==> config.mk <==
export PLATFORM = sky130hd
export DESIGN_NAME = arranque_rampa_pwm
export DESIGN_NICKNAME = d
export VERILOG_FILES = /design/src/rtl/arranque_rampa_pwm.sv
export SDC_FILE = /design/constraint.sdc
export NUM_CORES = 1
export LEC_CHECK = 0
export CORE_AREA = 2 2 66 68
export CTS_CLUSTER_DIAMETER = 100
export DETAILED_ROUTE_END_ITERATION = 8
export DIE_AREA = 0 0 68 70
export GPL_TIMING_DRIVEN = 0
export PLACE_DENSITY = 0.76
export SLEW_MARGIN = 20
export SYNTH_ARGS = -nofsm -noshare
export SYNTH_HDL_FRONTEND = slang
export SYNTH_SLANG_ARGS = --single-unit
==> constraint.sdc <==
create_clock -name clk -period 3.6 [get_ports clk]
set_clock_uncertainty 0.2 [all_clocks]
set_input_delay 0.72 -clock clk [delete_from_list [all_inputs] [get_ports clk]]
set_output_delay 0.72 -clock clk [all_outputs]
set_load 0.02 [all_outputs]
==> src/rtl/arranque_rampa_pwm.sv <==
`default_nettype none
// ============================================================================
// Module      : arranque_rampa_pwm
// Description : Soft-start motor driver. A duty register ramps up from
//               DUTY_MIN to full scale in DUTY_STEP increments (and back down
//               on stop), with a fast/slow dwell per step latched at start.
//               The duty drives a free-running PWM comparator whose
//               registered output feeds the power-stage gate driver.
//               estop forces a latched FAULT state with the output off.
// Ports       : clk, reset (async, active-high)
//               start   - run request level (0 = stop with ramp-down)
//               rapido  - fast-ramp select (wins over lento)
//               lento   - slow-ramp select
//               estop   - emergency stop, level-sensitive
//               pwm_out - registered PWM gate drive
//               duty    - current duty register
//               state   - IDLE=0 RAMP_UP=1 RUN=2 RAMP_DOWN=3 FAULT=4
//               at_speed- high in RUN
//               busy    - high in RAMP_UP / RAMP_DOWN
// Revision    : 1.0 - initial release
// ============================================================================
module arranque_rampa_pwm #(
  parameter int PWM_W      = 8,
  parameter int DUTY_MIN   = 77,
  parameter int DUTY_STEP  = 64,
  parameter int DWELL_FAST = 4,
  parameter int DWELL_SLOW = 16,
  parameter int DWELL_W    = 16
) (
  input  logic             clk,
  input  logic             reset,
  input  logic             start,
  input  logic             rapido,
  input  logic             lento,
  input  logic             estop,
  output logic             pwm_out,
  output logic [PWM_W-1:0] duty,
  output logic [2:0]       state,
  output logic             at_speed,
  output logic             busy
);

  typedef enum logic [2:0] {
    IDLE      = 3'd0,
    RAMP_UP   = 3'd1,
    RUN       = 3'd2,
    RAMP_DOWN = 3'd3,
    FAULT     = 3'd4
  } state_t;

  localparam logic [PWM_W-1:0]   DMAX      = '1;
  localparam logic [PWM_W:0]     DMAX_X    = {1'b0, DMAX};
  localparam logic [PWM_W-1:0]   MIN_D     = PWM_W'(DUTY_MIN);
  localparam logic [PWM_W:0]     STEP_X    = (PWM_W+1)'(DUTY_STEP);
  // Ramp-down floor: below this, one more step would undershoot DUTY_MIN.
  localparam logic [PWM_W:0]     DOWN_LIM  = (PWM_W+1)'(DUTY_MIN + DUTY_STEP);
  localparam logic [DWELL_W-1:0] DW_FAST   = DWELL_W'(DWELL_FAST);
  localparam logic [DWELL_W-1:0] DW_SLOW   = DWELL_W'(DWELL_SLOW);

  state_t             cur_st, nxt_st;
  logic [PWM_W-1:0]   duty_nxt;
  logic [DWELL_W-1:0] dwell_cnt, dwell_nxt, dwell_sel;
  logic [PWM_W-1:0]   pwm_cnt;
  logic               fast_mode, fast_nxt;
  logic               step;
  logic               pwm_nxt;
  logic [PWM_W:0]     sum_up;

  assign dwell_sel = fast_mode ? DW_FAST : DW_SLOW;
  assign step      = (dwell_cnt == dwell_sel - 1'b1);
  assign sum_up    = {1'b0, duty} + STEP_X;
  assign state     = cur_st;

  // Next-state, next-duty, dwell and mode logic
  always_comb begin
    nxt_st   = cur_st;
    duty_nxt = duty;
    fast_nxt = fast_mode;

    unique case (cur_st)
      IDLE: begin
        duty_nxt = '0;
        if (start) begin
          nxt_st   = RAMP_UP;
          duty_nxt = MIN_D;
          fast_nxt = rapido;
        end
      end
      RAMP_UP: begin
        // A falling start wins over a coincident step: duty is held.
        if (!start) begin
          nxt_st = RAMP_DOWN;
        end else if (step) begin
          if (sum_up >= DMAX_X) begin
            duty_nxt = DMAX;
            nxt_st   = RUN;
          end else begin
            duty_nxt = sum_up[PWM_W-1:0];
          end
        end
      end
      RUN: begin
        duty_nxt = DMAX;
        if (!start) nxt_st = RAMP_DOWN;
      end
      RAMP_DOWN: begin
        // Re-acceleration resumes from the current duty, mode unchanged.
        if (start) begin
          nxt_st = RAMP_UP;
        end else if (step) begin
          if ({1'b0, duty} < DOWN_LIM) begin
            duty_nxt = '0;
            nxt_st   = IDLE;
          end else begin
            duty_nxt = duty - STEP_X[PWM_W-1:0];
          end
        end
      end
      FAULT: begin
        duty_nxt = '0;
        if (!start) nxt_st = IDLE;
      end
      default: begin
        nxt_st   = IDLE;
        duty_nxt = '0;
      end
    endcase

    if (estop) begin
      nxt_st   = FAULT;
      duty_nxt = '0;
    end

    dwell_nxt = '0;
    if (nxt_st == cur_st && (cur_st == RAMP_UP || cur_st == RAMP_DOWN) && !step)
      dwell_nxt = dwell_cnt + 1'b1;

    // Full scale is a constant high; IDLE/FAULT entry silences the output.
    if (nxt_st == FAULT || nxt_st == IDLE)
      pwm_nxt = 1'b0;
    else if (duty == DMAX)
      pwm_nxt = 1'b1;
    else
      pwm_nxt = (pwm_cnt < duty);
  end

  always_ff @(posedge clk or posedge reset) begin
    if (reset) begin
      cur_st    <= IDLE;
      duty      <= '0;
      dwell_cnt <= '0;
      pwm_cnt   <= '0;
      pwm_out   <= 1'b0;
      fast_mode <= 1'b0;
      at_speed  <= 1'b0;
      busy      <= 1'b0;
    end else begin
      cur_st    <= nxt_st;
      duty      <= duty_nxt;
      dwell_cnt <= dwell_nxt;
      pwm_cnt   <= pwm_cnt + 1'b1;
      pwm_out   <= pwm_nxt;
      fast_mode <= fast_nxt;
      at_speed  <= (nxt_st == RUN);
      busy      <= (nxt_st == RAMP_UP) || (nxt_st == RAMP_DOWN);
    end
  end

endmodule
`default_nettype wire

== Yosys cells after proc, flatten, opt, wreduce, memory -nomap -nowiden ==
Cells that the tools add are included.
Widths: inputs -> output; s select.
Storage, ports and cells
  bits in registers: 39
  input bits: 6
  output and inout bits: 14
  logic and storage cells: 65
Operators by class
  add/sub/neg operators: 5
  order comparisons: 3
  eq/ne operators: 15
  muxes and demuxes: 24
  reduce and logical (&&, ||, !) cells: 10
Operators with widths (number)
  $mux 8: 7
  $pmux 8 s4: 1
  $mux 3: 10
  $add 16x1->16 const B: 1
  $eq 16x16->1: 1
  $mux 16: 1
  $pmux 3 s5: 1
  $eq 3x2->1 const B: 4
  $ne 3x3->1 const B: 4
  $add 8x7->9 const B: 1
  $ge 9x8->1 const B: 1
  $add 8x1->8 const B: 1
  $eq 8x8->1 const B: 1
  $lt 8x8->1: 1
  $lt 8x8->1 const B: 1
  $sub 8x7->8 const B: 1
  $mux 7: 1
  $eq 3x1->1 const B: 2
  $eq 3x3->1 const B: 2
  $logic_not 3->1: 2
  $sub 5x1->6 const B: 1
  $mux 5: 1
  $reduce_and 4->1: 1
  $eq 3x3->1: 1
  other kinds (5): 9

== Longest topological paths before layout ==
  depth in word-level cells: 11
  mapped depth: 8
  mapped depth without buffers: 8

== Worst setup path before layout ==
No wires, ideal clock.
  path type: register -> register
  start: register duty[6]
  end: register dwell_cnt[10]
  setup time: 0.111 ns
  data arrival time: 2.377 ns
  required time: 3.289 ns
  setup slack: 0.911 ns
  cell stages (with the launch flop): 9
  buffers on the path: 1
  period minus slack after synthesis: 2.689 ns
  path through: dfrtp_1 -> inv_1 -> ha_1 -> or2_2 -> a211oi_1 -> a41o_1 -> nand3_2 -> buf_4 -> a2111oi_2
On the way
  word-level cells in the longest chain between the ends: 11
  elaborated cells on any way between the ends: 15
  classes of those cells: add/sub: 1; order compare: 2; eq/ne: 1; mux: 9; reduce/logical: 2
Ends and longest elaborated chain
  start: declaration: line 37  | output logic [PWM_W-1:0] duty,
  start signal: assignment: line 159  | duty <= duty_nxt;
  $add 8x7->9: line 71  | assign sum_up = {1'b0, duty} + STEP_X;
  $ge 9x8->1: line 94  | if (sum_up >= DMAX_X) begin
  $mux 3: line 94
  $mux 3: line 93  | end else if (step) begin
  $mux 3: line 91  | if (!start) begin
  $pmux 3 s5 *: line 80  | unique case (cur_st)
  $mux 3 *: line 129  | if (estop) begin
  $eq 3x3->1 *: line 135  | if (nxt_st == cur_st && (cur_st == RAMP_UP || cur_st == RAMP_DOWN) && !step)
  $logic_and 1x1->1 * (2 in a row): line 135
  $mux 16 *: line 135
  via dwell_nxt[10]: line 62  | logic [DWELL_W-1:0] dwell_cnt, dwell_nxt, dwell_sel;
  end signal: assignment: line 160  | dwell_cnt <= dwell_nxt;
  end: declaration: line 62
Mark *: on every way through the listed nets, which the timed path passes. The rest lies on a longest branch.
A chain may end at the register's enable or synchronous reset.

== Final worst setup path ==
  start: input estop
  end: register dwell_cnt[14]
On the way
  word-level cells in the longest chain between the ends: 5
Ends and longest elaborated chain
  start: declaration: line 35  | input logic estop,
  $mux 3: line 129
  $eq 3x3->1: line 135
  $logic_and 1x1->1 (2 in a row): line 135
  $mux 16: line 135
  via dwell_nxt[14]: line 62
The timed path passes the listed nets, and every way through them passes these cells.

==> metrics.yaml <==
run_status:
  run_status: "finished, final reports clean"
synth:
  synth_sequential_area_ratio_pct: 39.2
  synthFlopType: "sky130_fd_sc_hd__dfrtp_1"
  asyncSetResetFlopFracSynth_pct: 100
  synth_area_um2: 2230
  synth.lib_cells_used.distinct: 51
  synth-edff-count: 0
  register_bit_total_from_synthesis: 35
  yosys_warnings: 0
  synthesis.nets: 235
  syn-mean-instance-area_um2: 10.2
  syn_inst: 218
sta:
  setup_repair_after_global_routing_missed_its_margin: "no"
  post-route-min-period_ns: 3.10
  fmax_mhz: 323
  timing_hold_violations_final: 0
  final.period_utilization_pct: 86.1
  tightestPinTransition_ns: 0.726
  report.final.slew_viol_count: 0
  setup-violations-final: 0
  finalSetupTns_ns: 0
  timing.final.ws_setup_ns: 0.501
  max_slew_margin_pct: 51.5
clock_tree:
  ctsHtreeMaxLevel: 2
  cts.path.max_buffers: 2
  post-cts-setup-buffers: 0
  clkLatencyLatePin_ns: 0.29
  cts_sinks: 35
  cts.reportedPaths.clkPinSlew_ns: 0.07
  cts_tree: "done"
  cts_hold_repair.buffers: 0
  numCtsBuffers: 5
  post_cts_resized: 0
  clock_tree.root_cell: "sky130_fd_sc_hd__clkbuf_8"
detailed_routing:
  route.vias.total: 1750
  wire_per_inst_um: 15.2
  detail_route.vias_per_cell: 5.91
  drtIter0Drc: 201
  post-route-drc-count: 0
  antenna_violating_nets_post_route: 0
  routed_wl_um: 4510
  drt_first_pass_iters: 4
floorplanning:
  fp.dieArea_um2: 4760
  die_h_um: 70
  rows: 24
  start_util_pct: 53.9
  core_area_um2: 4140
  i_o_pin_count: 20
  die_width_um: 68
global_routing:
  global_route_total_usage_across_every_layer_pct: 21.4
  globalRouteMet2Util_pct: 32.6
  globalRoute.busiestLayer: "met2"
  grt_pass1_wl_um: 7710
  global_route.usage.met3_pct: 5.80
  number_of_global_route_vias_before_repair: 1650
  maximum_number_of_pins_on_one_net_before_global_route_repair: 36
  grt_use_met1_pct: 28.9
  global_route.overflow_total: 0
  number_of_antenna_violations_at_the_first_check_in_global_routing: 0
setup_path:
  crit_path_max_fanout: 10
  worst-endpoint-arrival_ns: 3.07
  critical_path.startpoint_type: "primary input"
  setup.worst_path.end_class: "register"
  path_depth_of_the_worst_reg2reg_path: 8
  worst-r2r-setup-slack_ns: 0.63
  critical_path_data_required_time_ns: 3.57
  critPathKind: "primary input to register"
cells_and_area:
  num-nets-final: 260
  insertedDiodeCount: 0
  nFillCells: 355
  fraction_of_final_layout_cells_with_drive_strength_greater_than_1_pct: 16.0
  flow.area_growth_from_synthesis_pct: 14.6
  layout_commonest_cell: "sky130_fd_sc_hd__dfrtp_1"
  layout_common_cells: "sky130_fd_sc_hd__dfrtp_1, sky130_fd_sc_hd__clkdlybuf4s50_1, sky130_fd_sc_hd__inv_1"
run:
  max_cap_viol_count: 0
pwr:
  power_density_nw_per_um2: 291
  power.leakage_uw: 0.00103
  worst_ir_drop_vdd_v: 0.000179
  totalPowerFinal_uw: 746
placement:
  dp.final_hpwl_um: 3270
  post_place_setup_slack_ns: 0.207
  place.port_buffers: 18
  globalplace.congestion: 0.878
min_path:
  hold_path_class: "register to register"
  holdPathStages: 1
==> cell type report <==
type                    count  area, µm²  share of cell area (%)
plain buffers              13       86.3                    3.37
clock inverters             1       5.00                   0.196
inverters                  16       60.1                    2.35
repair buffers             18        180                    7.04
clock buffers               7       76.3                    2.98
well taps                  52       65.1                    2.54
multi-input cells         154       1210                    47.3
flip-flops and latches     35        876                    34.2
==> report_power, final <==
group          switching (µW)  internal (µW)
clock                     140            136
sequential               6.89            399
combinational            38.4           25.3
total                     186            560
==> final timing paths <==
kind | start | to
hold / removal | pwm_cnt[7] | pwm_cnt[7]
max in group asynchronous | reset | dwell_cnt[0]
setup / recovery | estop | dwell_cnt[14]
hold reg to reg | pwm_cnt[7] | pwm_cnt[7]
setup reg to reg | duty[6] | dwell_cnt[14]
min in group asynchronous | reset | dwell_cnt[14]
==> sequential cells by signal (all words and copies together), names as in the netlist <==
register and cells:
at_speed 1, busy 1, duty 4, dwell_cnt 16, fast_mode 1, pwm_cnt 8
pwm_out 1, state 3
==> worst max-delay path, stage by stage <==
cell                              delay (ns)
sky130_fd_sc_hd__clkdlybuf4s50_1        0.50
sky130_fd_sc_hd__or4b_2                 0.71
sky130_fd_sc_hd__and2_1                 0.17
sky130_fd_sc_hd__a41oi_2                0.19
sky130_fd_sc_hd__nand3_2                0.19
sky130_fd_sc_hd__buf_4                  0.25
sky130_fd_sc_hd__a2111oi_2              0.33
==> Yosys cell counts (2+ instances only) <==
cell type	n	area share, %
sky130_fd_sc_hd__or3_1	2	0.56
sky130_fd_sc_hd__clkbuf_1	3	0.50
sky130_fd_sc_hd__mux2_2	2	1.0
sky130_fd_sc_hd__nand2_1	13	2.2
sky130_fd_sc_hd__or2_2	3	0.84
sky130_fd_sc_hd__xor2_1	9	3.5
sky130_fd_sc_hd__a211oi_1	2	0.67
sky130_fd_sc_hd__buf_6	2	1.0
sky130_fd_sc_hd__nand3_1	12	2.7
sky130_fd_sc_hd__nor3_1	5	1.1
sky130_fd_sc_hd__nor2_1	12	2.0
sky130_fd_sc_hd__o21ai_0	6	1.3
sky130_fd_sc_hd__a311o_1	2	0.90
sky130_fd_sc_hd__a2111oi_0	7	2.7
sky130_fd_sc_hd__o21a_1	2	0.67
sky130_fd_sc_hd__buf_4	5	1.7
sky130_fd_sc_hd__buf_2	3	0.67
sky130_fd_sc_hd__a21oi_1	8	1.8
sky130_fd_sc_hd__mux2i_1	3	1.3
sky130_fd_sc_hd__dfrtp_1	35	39
sky130_fd_sc_hd__ha_1	11	6.2
sky130_fd_sc_hd__inv_1	16	2.7
sky130_fd_sc_hd__nand2b_1	2	0.56
sky130_fd_sc_hd__and3_1	4	1.1
sky130_fd_sc_hd__xnor2_1	12	4.7
sky130_fd_sc_hd__nand4_1	3	0.84
sky130_fd_sc_hd__and2_1	2	0.56
sky130_fd_sc_hd__a2111oi_2	9	6.1
==> layer usage <==
metal | part of all wire, % | vias up
met1 | 44 | 847
met5 | 0 | -
li1 | - | 853
met2 | 50 | 43
met3 | 4.2 | 7
met4 | 1.6 | 0
==> cell families after synthesis <==
| group | count (synthesis) | synth area share (%) |
|---|---|---|
| and+or+nand+nor | 67 | 16.6 |
| AOI/OAI and AO/OA | 49 | 20.3 |
| DFF | 35 | 39.2 |
| buffers and inverters | 29 | 6.56 |
| xor gates and xnor gates | 21 | 8.24 |
| adders and majority gates | 11 | 6.17 |
| muxes | 6 | 2.86 |
==> stage by stage <==
step	cell area, µm²	hold WS, ns	std cells	util, %
floorplan	2230	0.248	218	-
global placement	2480	0.278	288	59.8
detailed placement	2480	0.290	288	59.8
CTS	2560	0.299	296	61.7
global route	2560	0.320	296	61.7
finish	2560	0.292	296	61.7
No activity file was read; power rests on OpenSTA's default activity.
